**config.mk**
```make
export PLATFORM = sky130hd
export DESIGN_NAME = scramble_move_generator
export DESIGN_NICKNAME = d
export VERILOG_FILES = /design/src/rtl/scramble_move_generator.sv
export SDC_FILE = /design/constraint.sdc
export NUM_CORES = 1
export LEC_CHECK = 0
export ABC_AREA = 1
export CAP_MARGIN = 5
export CORE_MARGIN = 4
export CORE_UTILIZATION = 50
export CTS_BUF_LIST = sky130_fd_sc_hd__clkbuf_8 sky130_fd_sc_hd__clkbuf_16
export DETAILED_ROUTE_END_ITERATION = 8
export GPL_TIMING_DRIVEN = 0
export PLACE_DENSITY = 0.81
export SYNTH_ARGS = -nofsm -noshare
export SYNTH_HDL_FRONTEND = slang
export SYNTH_SLANG_ARGS = --single-unit
```
**constraint.sdc**
```tcl
create_clock -name clk -period 1.35 [get_ports clk]
set_input_delay 0.135 -clock clk [delete_from_list [all_inputs] [get_ports clk]]
set_output_delay 0.135 -clock clk [all_outputs]
set_load 0.02 [all_outputs]
```
**src/rtl/scramble_move_generator.sv**
```systemverilog
// Turns a rising edge on random_please into a burst of NUM_MOVES LFSR-derived move codes,
// each in range and different from the previous move, handed out over valid/ready.
module scramble_move_generator #(
    parameter int          NUM_MOVES = 20,
    parameter int          MOVE_W    = 3,
    parameter int          NUM_CODES = 6,
    parameter logic [15:0] SEED      = 16'hACE1
) (
    input  logic              clk,
    input  logic              rst_n,
    input  logic              random_please,
    input  logic              move_ready,
    output logic              move_valid,
    output logic [MOVE_W-1:0] move_code,
    output logic              busy,
    output logic              scramble_done
);

    localparam int                CNT_W      = $clog2(NUM_MOVES + 1);
    localparam logic [CNT_W-1:0]  LAST_CNT   = CNT_W'(NUM_MOVES - 1);
    localparam logic [MOVE_W:0]   CODE_LIMIT = (MOVE_W + 1)'(NUM_CODES);
    localparam logic [15:0]       LFSR_MASK  = 16'hB400;

    typedef enum logic [1:0] {
        S_IDLE,
        S_GEN,
        S_ISSUE,
        S_DONE
    } state_t;

    state_t            state_q, state_d;
    logic [15:0]       lfsr_q, lfsr_d;
    logic              req_q, req_d;
    logic [CNT_W-1:0]  count_q, count_d;
    logic [MOVE_W-1:0] code_q, code_d;
    logic [MOVE_W-1:0] last_code_q, last_code_d;
    logic              move_valid_q, move_valid_d;
    logic              busy_q, busy_d;
    logic              done_q, done_d;

    logic              trig;
    logic [MOVE_W-1:0] cand;
    logic              cand_ok;

    always_comb begin
        // The LFSR free-runs in every state so request timing perturbs the sequence.
        lfsr_d  = (lfsr_q >> 1) ^ (lfsr_q[0] ? LFSR_MASK : 16'h0000);
        req_d   = random_please;
        trig    = random_please & ~req_q;
        cand    = lfsr_q[MOVE_W-1:0];
        cand_ok = ({1'b0, cand} < CODE_LIMIT) &&
                  !((count_q != '0) && (cand == last_code_q));

        state_d     = state_q;
        count_d     = count_q;
        code_d      = code_q;
        last_code_d = last_code_q;

        case (state_q)
            S_IDLE: begin
                if (trig) begin
                    count_d = '0;
                    state_d = S_GEN;
                end
            end
            S_GEN: begin
                if (cand_ok) begin
                    code_d  = cand;
                    state_d = S_ISSUE;
                end
            end
            S_ISSUE: begin
                // move_valid is high throughout ISSUE, so ready alone completes the transfer.
                if (move_ready) begin
                    last_code_d = code_q;
                    count_d     = count_q + CNT_W'(1);
                    state_d     = (count_q == LAST_CNT) ? S_DONE : S_GEN;
                end
            end
            S_DONE: begin
                state_d = S_IDLE;
            end
            default: begin
                state_d = S_IDLE;
            end
        endcase

        move_valid_d = (state_d == S_ISSUE);
        busy_d       = (state_d != S_IDLE);
        done_d       = (state_d == S_DONE);
    end

    always_ff @(posedge clk or negedge rst_n) begin
        if (!rst_n) begin
            state_q      <= S_IDLE;
            lfsr_q       <= SEED;
            req_q        <= 1'b0;
            count_q      <= '0;
            code_q       <= '0;
            last_code_q  <= '0;
            move_valid_q <= 1'b0;
            busy_q       <= 1'b0;
            done_q       <= 1'b0;
        end else begin
            state_q      <= state_d;
            lfsr_q       <= lfsr_d;
            req_q        <= req_d;
            count_q      <= count_d;
            code_q       <= code_d;
            last_code_q  <= last_code_d;
            move_valid_q <= move_valid_d;
            busy_q       <= busy_d;
            done_q       <= done_d;
        end
    end

    assign move_valid    = move_valid_q;
    assign move_code     = code_q;
    assign busy          = busy_q;
    assign scramble_done = done_q;

endmodule

```
== Word level (Yosys, flattened, before mapping) ==
Index checks and enable logic that the tools add are counted.

* Memory bits (read-only): 0
* Output and inout port bits: 6
* Bits in registers: 33
* Memory bits (writable): 0
* Memories kept: 0
* Bits in latches: 0
* Word-level logic and storage cells: 42

* Mux-type cells: 9
* $mul: 0
* Eq/ne operators: 9
* Div/mod/pow operators: 0
* Bitwise operators: 3
* $add $sub $neg: 1
* Reduce and logical (&&, ||, !) cells: 10
* Shift-type cells: 0
* Magnitude comparators: 1

{| class="wikitable"
|+ Operators by type and width
! operator !! number
|-
| $mux W16 || 1
|-
| $xor A15 B16 Y16 || 1
|-
| $mux W5 || 2
|-
| $pmux W5 S2 || 1
|-
| $eq A2 B2 Y1 const B || 4
|-
| $mux W2 || 4
|-
| $pmux W2 S4 || 1
|-
| $add A5 B1 Y5 const B || 1
|-
| $eq A5 B5 Y1 const B || 1
|-
| $reduce_bool A5 Y1 || 1
|-
| $ne A2 B2 Y1 const B || 2
|-
| $reduce_and A2 Y1 || 2
|-
| $reduce_bool A2 Y1 || 2
|-
| $eq A3 B3 Y1 || 1
|-
| $lt A3 B3 Y1 const B || 1
|-
| $reduce_and A3 Y1 || 1
|-
| $eq A2 B1 Y1 const B || 1
|-
| $logic_and A1 B1 Y1 || 2
|-
| $logic_not A2 Y1 || 1
|-
| $and A1 B1 Y1 || 1
|-
| $logic_not A1 Y1 || 1
|-
| $not A1 Y1 || 1
|}

== Logic depth before layout (Yosys ltp) ==
Gate-level depths: netlist of run 1.

* Word-level depth: 7
* Gate-level depth with buffers: 11
* Gate-level depth less buffers: 10

== Worst setup path after synthesis of run 1 ==
No wires, ideal clock.

* Path type: register to register
* Start: register lfsr_q[0]
* End: register busy_q, in the netlist busy
* Period minus slack after synthesis: 1.293 ns
* Required time: 1.236 ns
* Cell stages (with the launch flop): 11
* Arrival: 1.179 ns
* Setup time: 0.114 ns
* Path buffers: 1
* Path slack: 0.057 ns
* Cells stage by stage: dfstp_2 buf_6 inv_4 nand2_2 nand2_2 nor2_2 nand2_2 nand3_4 nand2_4 inv_4 nand2_2

* Word-level cells in the longest chain between the ends: 7
* Elaborated cells on any way between the ends: 8

{| class="wikitable"
|+ RTL lines
! what !! RTL line !! RTL
|-
| from (decl) || 32 || <nowiki>logic [15:0] lfsr_q, lfsr_d;</nowiki>
|-
| from (signal assigned) || 106 || <nowiki>lfsr_q <= lfsr_d;</nowiki>
|-
| parallel branches: the longest is 3 deep, another holds $lt A3 B3 Y1 || - ||
|-
| $logic_and A1 B1 Y1 * || 51 || <nowiki>cand_ok = ({1'b0, cand} < CODE_LIMIT) &&</nowiki>
|-
| $mux W2 * || 67 || <nowiki>if (cand_ok) begin</nowiki>
|-
| $pmux W2 S4 * || 59 || <nowiki>case (state_q)</nowiki>
|-
| via state_d[1] || 31 || <nowiki>state_t state_q, state_d;</nowiki>
|-
| $reduce_bool A2 Y1 * || 89 || <nowiki>busy_d = (state_d != S_IDLE);</nowiki>
|-
| via busy_d || 38 || <nowiki>logic busy_q, busy_d;</nowiki>
|-
| to (signal assigned) || 112 || <nowiki>busy_q <= busy_d;</nowiki>
|-
| to (decl) || 38 ||
|}

Mark *: on every way through the listed nets, which the timed path passes.
A chain may end at the register's enable or synchronous reset.

== Final worst setup path of run 1 ==
Same ends and word-level chain as after synthesis.

==> summary.txt, run 1 <==
Routing
  • Vias per inst: between 5 and 6
  • Iteration-0 DRC Markers: 16
  • Drc violations: 0
  • Post-route ant nets: 0
  • Drt total wl: around 2.4 mm
  • Wire per inst: between 10 and 15 um
  • First drt pass iteration count: 4
  • Via count: a little over 900

Worst setup path
  • CP arrival: 1.51 ns
  • Setup crit end: busy
  • Critical R2R Launch: lfsr_q[0]
  • Critical path class: flip-flop to flip-flop
  • Worst EP required: between 1.5 and 2 ns
  • R2R Path End: busy
  • Beginning of the critical path: lfsr_q[0]
  • Crit path max fanout: 7
  • Cells on worst reg2reg path: 9
  • CP Launch Type: flip-flop
  • Crit. End Element: flip-flop
  • Reg-to-reg slack, setup: 0.009 ns

Die
  • Starting density of the core: 0.535
  • Ports: 10
  • Die width: 60.2 um
  • Die height: between 60 and 70 um
  • Die footprint: 0.00362 mm^2
  • Core Box Area: approximately 0.0025 mm^2
  • # rows: 18

Placement
  • Pre-CTS WS: -0.0511 ns
  • RePlAce Congestion: about 0.81
  • Port bufs: 9
  • DP Wirelength: about 1.7 mm

Clock network
  • Max Root-Sink Buffers: 2
  • Clk sinks: 33
  • CTS Root Cell: clkbuf_8
  • Latest clock arrival within the worst-skew pair: ~0.28 ns
  • Num CTS Buffers: 5
  • H-Tree Depth: 2
  • TritonCTS clock tree: yes
  • Hold Buf Count CTS: 0
  • Clk slew on worst S/H paths: about 0.060 ns

Timing
  • Post-route setup slack: between 0.009 and 0.01 ns
  • Unrepaired setup endpoints after global routing: true
  • Final hold vios: 0
  • Setup violations, final: 0
  • Worst Skew: 0.00569 ns
  • Hold WS: between 0.2 and 0.3 ns
  • Final max-slew violation count: 0
  • Final period util: 0.993
  • Rel. slew slack: 0.564
  • Fmax achieved: ~750 MHz
  • Minimum clock period: about 1.3 ns
  • Least-Margin Pin Slew: 0.652 ns

Pwr
  • Worst VDD drop: ~0.0013 V
  • Reg power frac: 0.414
  • Pwr per Cell Area: approximately 1700 mW/mm^2
  • P_int: about 1.9 mW
  • Switching pwr: approximately 0.99 mW
  • Total power: 2.93 mW
  • Combinational Power Share: 0.317
  • Clock network power share: 0.269
  • Switching part of the total power: 0.337
  • Leakage: between 0.8 and 0.9 nW

Status
  • Status: completed

Global routing
  • Gr usage total: 0.163
  • Total grt overflow: 0
  • Largest net degree at the start of global routing: 23
  • Initial antenna violation count: 0
  • Vias in the first global route: 930
  • First-pass GRT wire length: just over 4 mm

Final layout
  • Area growth from synthesis to layout: 23.5%
  • Layout cell share with drive strength beyond 1: 0.371
  • Final #Nets: ~160
  • Antenna Cells: 0
  • Commonest non-fill, non-tap cells in the layout: dfrtp_1 (25), nand2_1 (22), inv_1 (9)
  • Commonest non-fill, non-tap cell in the layout: dfrtp_1

Synthesis
  • YS warnings: 0
  • Mapped Cells: around 130
  • Synth area leaders: dfrtp_1 (46%), dfstp_2 (15%), nand2_1 (6.6%), nand2_2 (3.2%), inv_1 (3.0%)
  • Yosys top cell by area: dfrtp_1
  • Sequential area share after synthesis: 0.614
  • Top-area cell type share of the netlist area: 0.460
  • Mean post-synth cell area: around 11 um^2
  • Synth Net Count: around 130
  • Post-synth cell types: 23
  • Register bit total from synthesis: 33
  • Post-Syn Area: between 0.001 and 0.0015 mm^2

Run
  • Max Cap Viol: 0

Hold path
  • Hold Path Class: input port to async pin
-- per-stage QoR --
step	utilization	TNS (ns)	area, um^2	std cells
global route	0.661	-0.132	1680	181
finish	0.661	0	1680	181
global placement	0.585	-10.80	1490	167
floorplan	-	0	1360	128
detailed placement	0.596	-0.126	1520	168
CTS	0.647	0	1650	180
-- critical path, stage by stage (launching register included) --
cell and delay, ns:
dfstp_2 0.57, inv_4 0.04, nand2_2 0.05, nand2_2 0.06
nor2_2 0.13, nand2_2 0.08, nand3_4 0.12, nand2_4 0.08
inv_4 0.06, nand2_2 0.04
-- cell families after synthesis --
group                    after synthesis  synth area share
AO/OA/AOI/OAI                         13            0.0496
XOR/XNOR                               3            0.0193
adder cells (fa/ha/maj)                2            0.0184
buffers and inverters                 21            0.0671
flip-flops                            33             0.614
AND/OR/NAND/NOR                       56             0.232
-- state kept, by name (all words and copies together), names as in the netlist --
| name | count |
|---|---|
| move_code | 3 |
| last_code_q | 3 |
| scramble_done | 1 |
| busy | 1 |
| lfsr_q | 16 |
| state_q | 2 |
| move_valid | 1 |
| req_q | 1 |
| count_q | 5 |
-- per-layer routing --
layer	GRT usage	wire (um)	share of wire
met4	0.104	57	0.024
met5	0	0	0
met2	0.248	1200	0.50
met3	0.0648	131	0.055
met1	0.190	995	0.42
-- final cells by class --
type / instances / area [um^2]
multi-input combinational: 74 / 464
timing repair buffer: 16 / 163
tap: 30 / 37.5
clock buffer: 7 / 96.3
fill: 190 / 863
sequential: 33 / 836
inverter: 20 / 80.1
clock inverter: 1 / 5.00
-- cell usage after synthesis, drive strengths merged --
cell type,instances
nand2,34
dfrtp,25
inv,19
nor2,11
dfstp,8
nand3,8
o21ai,8
a21oi,4
nand4,3
xor2,3
ha,2
a21boi,1
buf,1
clkinv,1
-- repair_timing --
| action | in CTS | in global routing |
|---|---|---|
| endpoints found under the setup margin | 8 | 10 |
| pin swaps | 4 | 11 |
| gates cloned | 0 | 0 |
| buffers inserted | 4 | 2 |
| gates resized for setup | 6 | 10 |
-- power by group through the flow --
stage,logic (mW),registers (mW),clock network [mW]
2_1_floorplan,0.575,1.26,0
3_3_place_gp,0.799,1.22,0
3_5_place_dp,0.839,1.23,0
4_1_cts,0.877,1.21,0.821
5_1_grt,1.03,1.23,0.870
6_report,0.929,1.21,0.787
-- worst min-delay path by stage --
| stage | from | endpoint | slack [ns] |
|---|---|---|---|
| 4_1_cts | rst_n | move_code[1] | 0.26 |
| 3_3_place_gp | lfsr_q[3] | lfsr_q[2] | 0.34 |
| 6_report | rst_n | move_code[1] | 0.26 |
| 5_1_grt | rst_n | move_code[1] | 0.28 |
| 2_1_floorplan | rst_n | busy | -0.16 |
| 3_5_place_dp | lfsr_q[4] | lfsr_q[3] | 0.34 |
(Power assumes the default switching activity.)
==> run 2: changes to the inputs <==
--- a/config.mk
+++ b/config.mk
@@ -8,11 +8,11 @@
 export ABC_AREA = 1
 export CAP_MARGIN = 5
 export CORE_MARGIN = 4
-export CORE_UTILIZATION = 50
+export CORE_UTILIZATION = 60
 export CTS_BUF_LIST = sky130_fd_sc_hd__clkbuf_8 sky130_fd_sc_hd__clkbuf_16
 export DETAILED_ROUTE_END_ITERATION = 8
 export GPL_TIMING_DRIVEN = 0
-export PLACE_DENSITY = 0.81
+export PLACE_DENSITY = 0.9
 export SYNTH_ARGS = -nofsm -noshare
 export SYNTH_HDL_FRONTEND = slang
 export SYNTH_SLANG_ARGS = --single-unit
==> constraint.sdc (replaced) <==
create_clock -name clk -period 1.7 [get_ports clk]
set_input_delay 0.17 -clock clk [delete_from_list [all_inputs] [get_ports clk]]
set_output_delay 0.17 -clock clk [all_outputs]
set_load 0.02 [all_outputs]
==> run 2 against run 1 <==
  * Hold slack got worse by 0.0049 ns
  * Routed wire length rose by 0.13%
  * Global-route usage grew 1.8 points
  * Critical path type is now flip-flop to output pin
  * Largest cell class unchanged
==> summary.txt, run 2 (synthesis results as in run 1) <==
Clock network
  • H-Tree Depth: 2
  • Num CTS Buffers: 5
  • Hold Buf Count CTS: 0
  • CTS Root Cell: clkbuf_8
  • Max Root-Sink Buffers: 2
  • Clk sinks: 33
  • Latest clock arrival within the worst-skew pair: 0.28 ns
  • # resized after CTS: 0
  • Clk slew on worst S/H paths: 0.07 ns
  • # Post-CTS Setup Buffers: 0
  • TritonCTS clock tree: yes

Global routing
  • Vias in the first global route: 947
  • Gr usage total: 0.182
  • Initial antenna violation count: 0
  • Largest net degree at the start of global routing: 24
  • Total grt overflow: 0
  • First-pass GRT wire length: roughly 4.2 mm

Die
  • Die width: between 50 and 60 um
  • Die height: between 50 and 60 um
  • # rows: 16
  • Die footprint: 0.00309 mm^2
  • Starting density of the core: 0.660
  • Ports: 10
  • Core Box Area: 0.00206 mm^2

Final layout
  • Layout cell share with drive strength beyond 1: 0.295
  • Largest reg by FF count: lfsr_q
  • Antenna Cells: 0
  • Regs by FF count: lfsr_q: 16 flops, count_q: 5 flops
  • Final design area excluding fillers: 0.00161 mm^2
  • Area growth from synthesis to layout: 18.0%
  • Commonest non-fill, non-tap cells in the layout: dfrtp_1 (25), nand2_1 (24), inv_1 (12)
  • Max reg flops: 16
  • Fill count: roughly 120
  • Commonest non-fill, non-tap cell in the layout: dfrtp_1
  • Non-Filler Instances: around 170
  • Final #Nets: 151

Routing
  • Post-route ant nets: 0
  • Via count: ~900
  • Drc violations: 0
  • Drt total wl: ~2.4 mm
  • Wire per inst: roughly 14 um
  • Vias per inst: about 5.3
  • First drt pass iteration count: 4
  • Iteration-0 DRC Markers: 23

Worst setup path
  • Stages on worst setup path: 1
  • Reg-to-reg slack, setup: between 0.2 and 0.3 ns
  • CP arrival: 1.27 ns
  • Critical path class: flip-flop to output pin
  • Cells on worst reg2reg path: 10
  • Worst Path Buf+Inv: 1
  • Largest stage delay on the critical path: about 0.6 ns
  • Crit path max fanout: 3
  • Worst path cell trace: clkdlybuf4s50_1
  • Top delay family on crit path: buffers and inverters
  • Slowest CP cell: clkdlybuf4s50_1
  • Crit. End Element: output pin
  • Worst EP required: 1.53 ns
  • CP Launch Type: flip-flop

Timing
  • Final period util: 0.845
  • Worst Skew: around 0.012 ns
  • Final max-slew violation count: 0
  • Least-Margin Pin Slew: ~0.57 ns
  • Rel. slew slack: 0.616
  • Minimum clock period: around 1.4 ns
  • Final hold vios: 0
  • Unrepaired setup endpoints after global routing: false
  • Fmax achieved: about 700 MHz
  • Setup violations, final: 0

Run
  • Max Cap Viol: 0

Placement
  • RePlAce Congestion: around 0.87
  • DP Wirelength: 1.67 mm
  • Port bufs: 9
  • Placed inst area: ~0.0015 mm^2
  • # placed instances: about 170

Hold path
  • Hold Path Class: input port to async pin

Pwr
  • Worst VDD drop: between 0.001 and 0.0015 V
  • Pwr per Cell Area: about 1400 mW/mm^2
  • Leakage: 0.810 nW

Status
  • Status: completed
[run 2: changes by cell type in the layout (fill, tap and decap cells not counted), moves of 2 or more]
| cell | before | now |
|---|---|---|
| dlymetal6s2s_1 | 2 | 0 |
| inv_2 | 8 | 6 |
| nand2_1 | 22 | 24 |
| clkdlybuf4s50_1 | 3 | 9 |
| buf_4 | 6 | 0 |
| ha_1 | 0 | 2 |
| dlygate4sd2_1 | 4 | 0 |
| inv_1 | 9 | 12 |
[run 2: worst paths after layout]
kind,start,endpoint
max reg2reg,lfsr_q[0],busy
max,move_code[0],move_code[0]
min in group clk,lfsr_q[6],lfsr_q[5]
min,rst_n,count_q[1]
min reg2reg,lfsr_q[6],lfsr_q[5]
max in group asynchronous,rst_n,lfsr_q[6]
[run 2: cell type report]
class,count,area [um^2],area share
Buffer,1,11.3,0.00701
Clock buffer,6,82.6,0.0514
Clock inverter,2,11.3,0.00701
Inverter,20,80.1,0.0498
Multi-Input combinational cell,74,434,0.270
Sequential cell,33,836,0.520
Tap cell,27,33.8,0.0210
Timing Repair Buffer,10,118,0.0732
[run 2: per-layer routing]
layer	vias to the layer above	wire, um	global-route usage
met2	24	1240	0.306
met3	5	130	0.0719
met4	0	33	0.0660
met5	-	0	0
met1	450	980	0.209
li1	430	-	-
[run 2: stage by stage]
| stage | utilization | TNS [ns] | hold WS (ns) | setup slack (ns) | total power, mW |
|---|---|---|---|---|---|
| after floorplan | - | 0 | -0.126 | 0.407 | 1.46 |
| after global placement | 0.720 | -1.64 | 0.334 | -0.0672 | 1.61 |
| after detailed placement | 0.734 | 0 | 0.340 | 0.308 | 1.65 |
| after CTS | 0.779 | 0 | 0.265 | 0.258 | 2.25 |
| after global routing | 0.779 | 0 | 0.284 | 0.150 | 2.38 |
| final | 0.779 | 0 | 0.251 | 0.263 | 2.23 |
[run 2: report_power, final]
group          internal [mW]  total (mW)  switching (mW)
registers              0.891       0.971          0.0795
logic                  0.251       0.675           0.424
clock network          0.322       0.588           0.266
==> run 3: changes to the inputs <==
--- a/config.mk
+++ b/config.mk
@@ -8,11 +8,11 @@
 export ABC_AREA = 1
 export CAP_MARGIN = 5
 export CORE_MARGIN = 4
-export CORE_UTILIZATION = 60
+export CORE_UTILIZATION = 50
 export CTS_BUF_LIST = sky130_fd_sc_hd__clkbuf_8 sky130_fd_sc_hd__clkbuf_16
 export DETAILED_ROUTE_END_ITERATION = 8
 export GPL_TIMING_DRIVEN = 0
-export PLACE_DENSITY = 0.9
+export PLACE_DENSITY = 0.81
 export SYNTH_ARGS = -nofsm -noshare
 export SYNTH_HDL_FRONTEND = slang
 export SYNTH_SLANG_ARGS = --single-unit
==> constraint.sdc (replaced) <==
create_clock -name clk -period 1.3 [get_ports clk]
set_input_delay 0.13 -clock clk [delete_from_list [all_inputs] [get_ports clk]]
set_output_delay 0.13 -clock clk [all_outputs]
set_load 0.02 [all_outputs]
==> run 3 against run 2 <==
  * The flow now finishes with violations (negative setup slack)
  * Clock skew shrank 0.0052 ns
  * Sequential share of layout area shrank 2.0 points
  * Die area grew 17%
  * First-iteration DRC count shrank 39%
  * Non-clock buffer count grew 5
  * Largest power group unchanged
  * Highest routed layer unchanged
==> summary.txt, run 3 (synthesis results as in run 1) <==
Status
  • Status: finished with violations
  • Failing checks: negative setup slack

Global routing
  • Initial antenna violation count: 0
  • Gr usage total: 0.165
  • Vias in the first global route: between 900 and 1000
  • First-pass GRT wire length: ~4.1 mm
  • Largest net degree at the start of global routing: 23
  • Total grt overflow: 0

Worst setup path
  • CP Launch Type: flip-flop
  • Crit path max fanout: 7
  • R2R Path End: busy
  • Crit. End Element: flip-flop
  • Critical path class: flip-flop to flip-flop
  • Worst EP required: about 1.5 ns
  • CP arrival: roughly 1.5 ns
  • Critical R2R Launch: lfsr_q[0]
  • Reg-to-reg slack, setup: -0.003 ns
  • Cells on worst reg2reg path: 9

Timing
  • Minimum clock period: 1.30 ns
  • Rel. slew slack: 0.570
  • Worst Skew: ~0.0064 ns
  • Setup violations, final: 2
  • Final hold vios: 0
  • Final max-slew violation count: 0
  • Final period util: 1.00
  • Fmax achieved: about 770 MHz
  • Unrepaired setup endpoints after global routing: true
  • Setup TNS: -0.00535 ns
  • Post-route setup slack: -0.00318 ns
  • Least-Margin Pin Slew: 0.643 ns

Clock network
  • CTS Root Cell: clkbuf_8
  • Num CTS Buffers: 5
  • Latest clock arrival within the worst-skew pair: approximately 0.28 ns
  • Clk slew on worst S/H paths: around 0.070 ns
  • Clk sinks: 33
  • Hold Buf Count CTS: 0
  • Max Root-Sink Buffers: 2
  • H-Tree Depth: 2
  • TritonCTS clock tree: yes

Die
  • Die footprint: around 0.0036 mm^2
  • # rows: 18
  • Core Box Area: about 0.0025 mm^2
  • Die height: between 60 and 70 um
  • Die width: roughly 60 um
  • Ports: 10
  • Starting density of the core: 0.535

Final layout
  • Area growth from synthesis to layout: 22.8%
  • Largest reg by FF count: lfsr_q
  • Antenna Cells: 0
  • Final design area excluding fillers: around 0.0017 mm^2
  • Max reg flops: 16
  • Commonest non-fill, non-tap cells in the layout: dfrtp_1 (25), nand2_1 (23), inv_1 (9)
  • Regs by FF count: lfsr_q: 16 flops, count_q: 5 flops
  • Commonest non-fill, non-tap cell in the layout: dfrtp_1
  • Layout cell share with drive strength beyond 1: 0.364
  • Final #Nets: 156
  • Final core occ: 0.657

Hold path
  • Hold Path Class: input port to async pin

Routing
  • Post-route ant nets: 0
  • Via count: slightly above 900
  • Drt total wl: 2.38 mm
  • Drc violations: 0
  • Iteration-0 DRC Markers: 14
  • Wire per inst: about 13 um
  • Vias per inst: 5.04
  • First drt pass iteration count: 4

Pwr
  • Leakage: between 0.8 and 0.9 nW
  • Pwr per Cell Area: between 1500 and 2000 mW/mm^2
  • Worst VDD drop: 0.00139 V

Run
  • Max Cap Viol: 0

Placement
  • Port bufs: 9
  • DP Wirelength: approximately 1.7 mm
  • RePlAce Congestion: roughly 0.8
  • Placed inst area: between 0.0015 and 0.002 mm^2
run 3: through the flow:
step	power (mW)	hold slack (ns)	cells	setup WS [ns]
after CTS	3.01	0.251	181	-0.0396
final	3.05	0.243	181	-0.00318
after detailed placement	2.15	0.339	168	-0.101
after global routing	3.25	0.273	181	-0.0843
after global placement	2.10	0.336	167	-0.433
after floorplan	1.91	-0.166	128	0.00727
run 3: layout make-up:
class                           instances  area (um^2)
Clock buffer                            7         96.3
Inverter                               20         80.1
Timing Repair Buffer                   16          155
Fill cell                             193          873
Sequential cell                        33          836
Multi-Input combinational cell         74          462
Tap cell                               30         37.5
Clock inverter                          1         5.00
run 3: how the worst max path moves through the flow:
stage,endpoint,slack [ns],startpoint
2_1_floorplan,busy,0.007,lfsr_q[0]
3_3_place_gp,state_q[1],-0.43,rst_n
3_5_place_dp,busy,-0.10,lfsr_q[0]
4_1_cts,busy,-0.04,lfsr_q[0]
5_1_grt,move_valid,-0.08,count_q[0]
6_report,busy,-0.003,lfsr_q[0]
run 3: per-layer routing:
layer / part of all wire / track usage / vias up
li1: - / - / 443
met1: 0.42 / 0.189 / 444
met2: 0.49 / 0.256 / 18
met3: 0.058 / 0.0648 / 8
met4: 0.028 / 0.104 / 0
met5: 0 / 0 / -
run 3: repair_timing:
| action | 4_1_cts | 5_1_grt |
|---|---|---|
| hold endpoints to repair | 0 | 0 |
| pin swaps | 8 | 7 |
| cloned | 0 | 0 |
| resized for setup | 11 | 4 |
| setup buffers | 5 | 1 |
| endpoints found under the setup margin | 13 | 7 |
run 3: critical path, stage by stage, from the launching register on:
cell,delay [ns]
dfstp_2,0.58
inv_4,0.04
nand2_2,0.05
nand2_2,0.05
nor2_2,0.11
nand2_2,0.07
nand3_4,0.11
nand2_4,0.08
inv_4,0.06
nand2_2,0.04
run 3: power by group:
part	internal (mW)	total, mW	switching, mW
Combinational	0.374	0.964	0.590
Clock	0.478	0.825	0.347
Sequential	1.17	1.26	0.0929
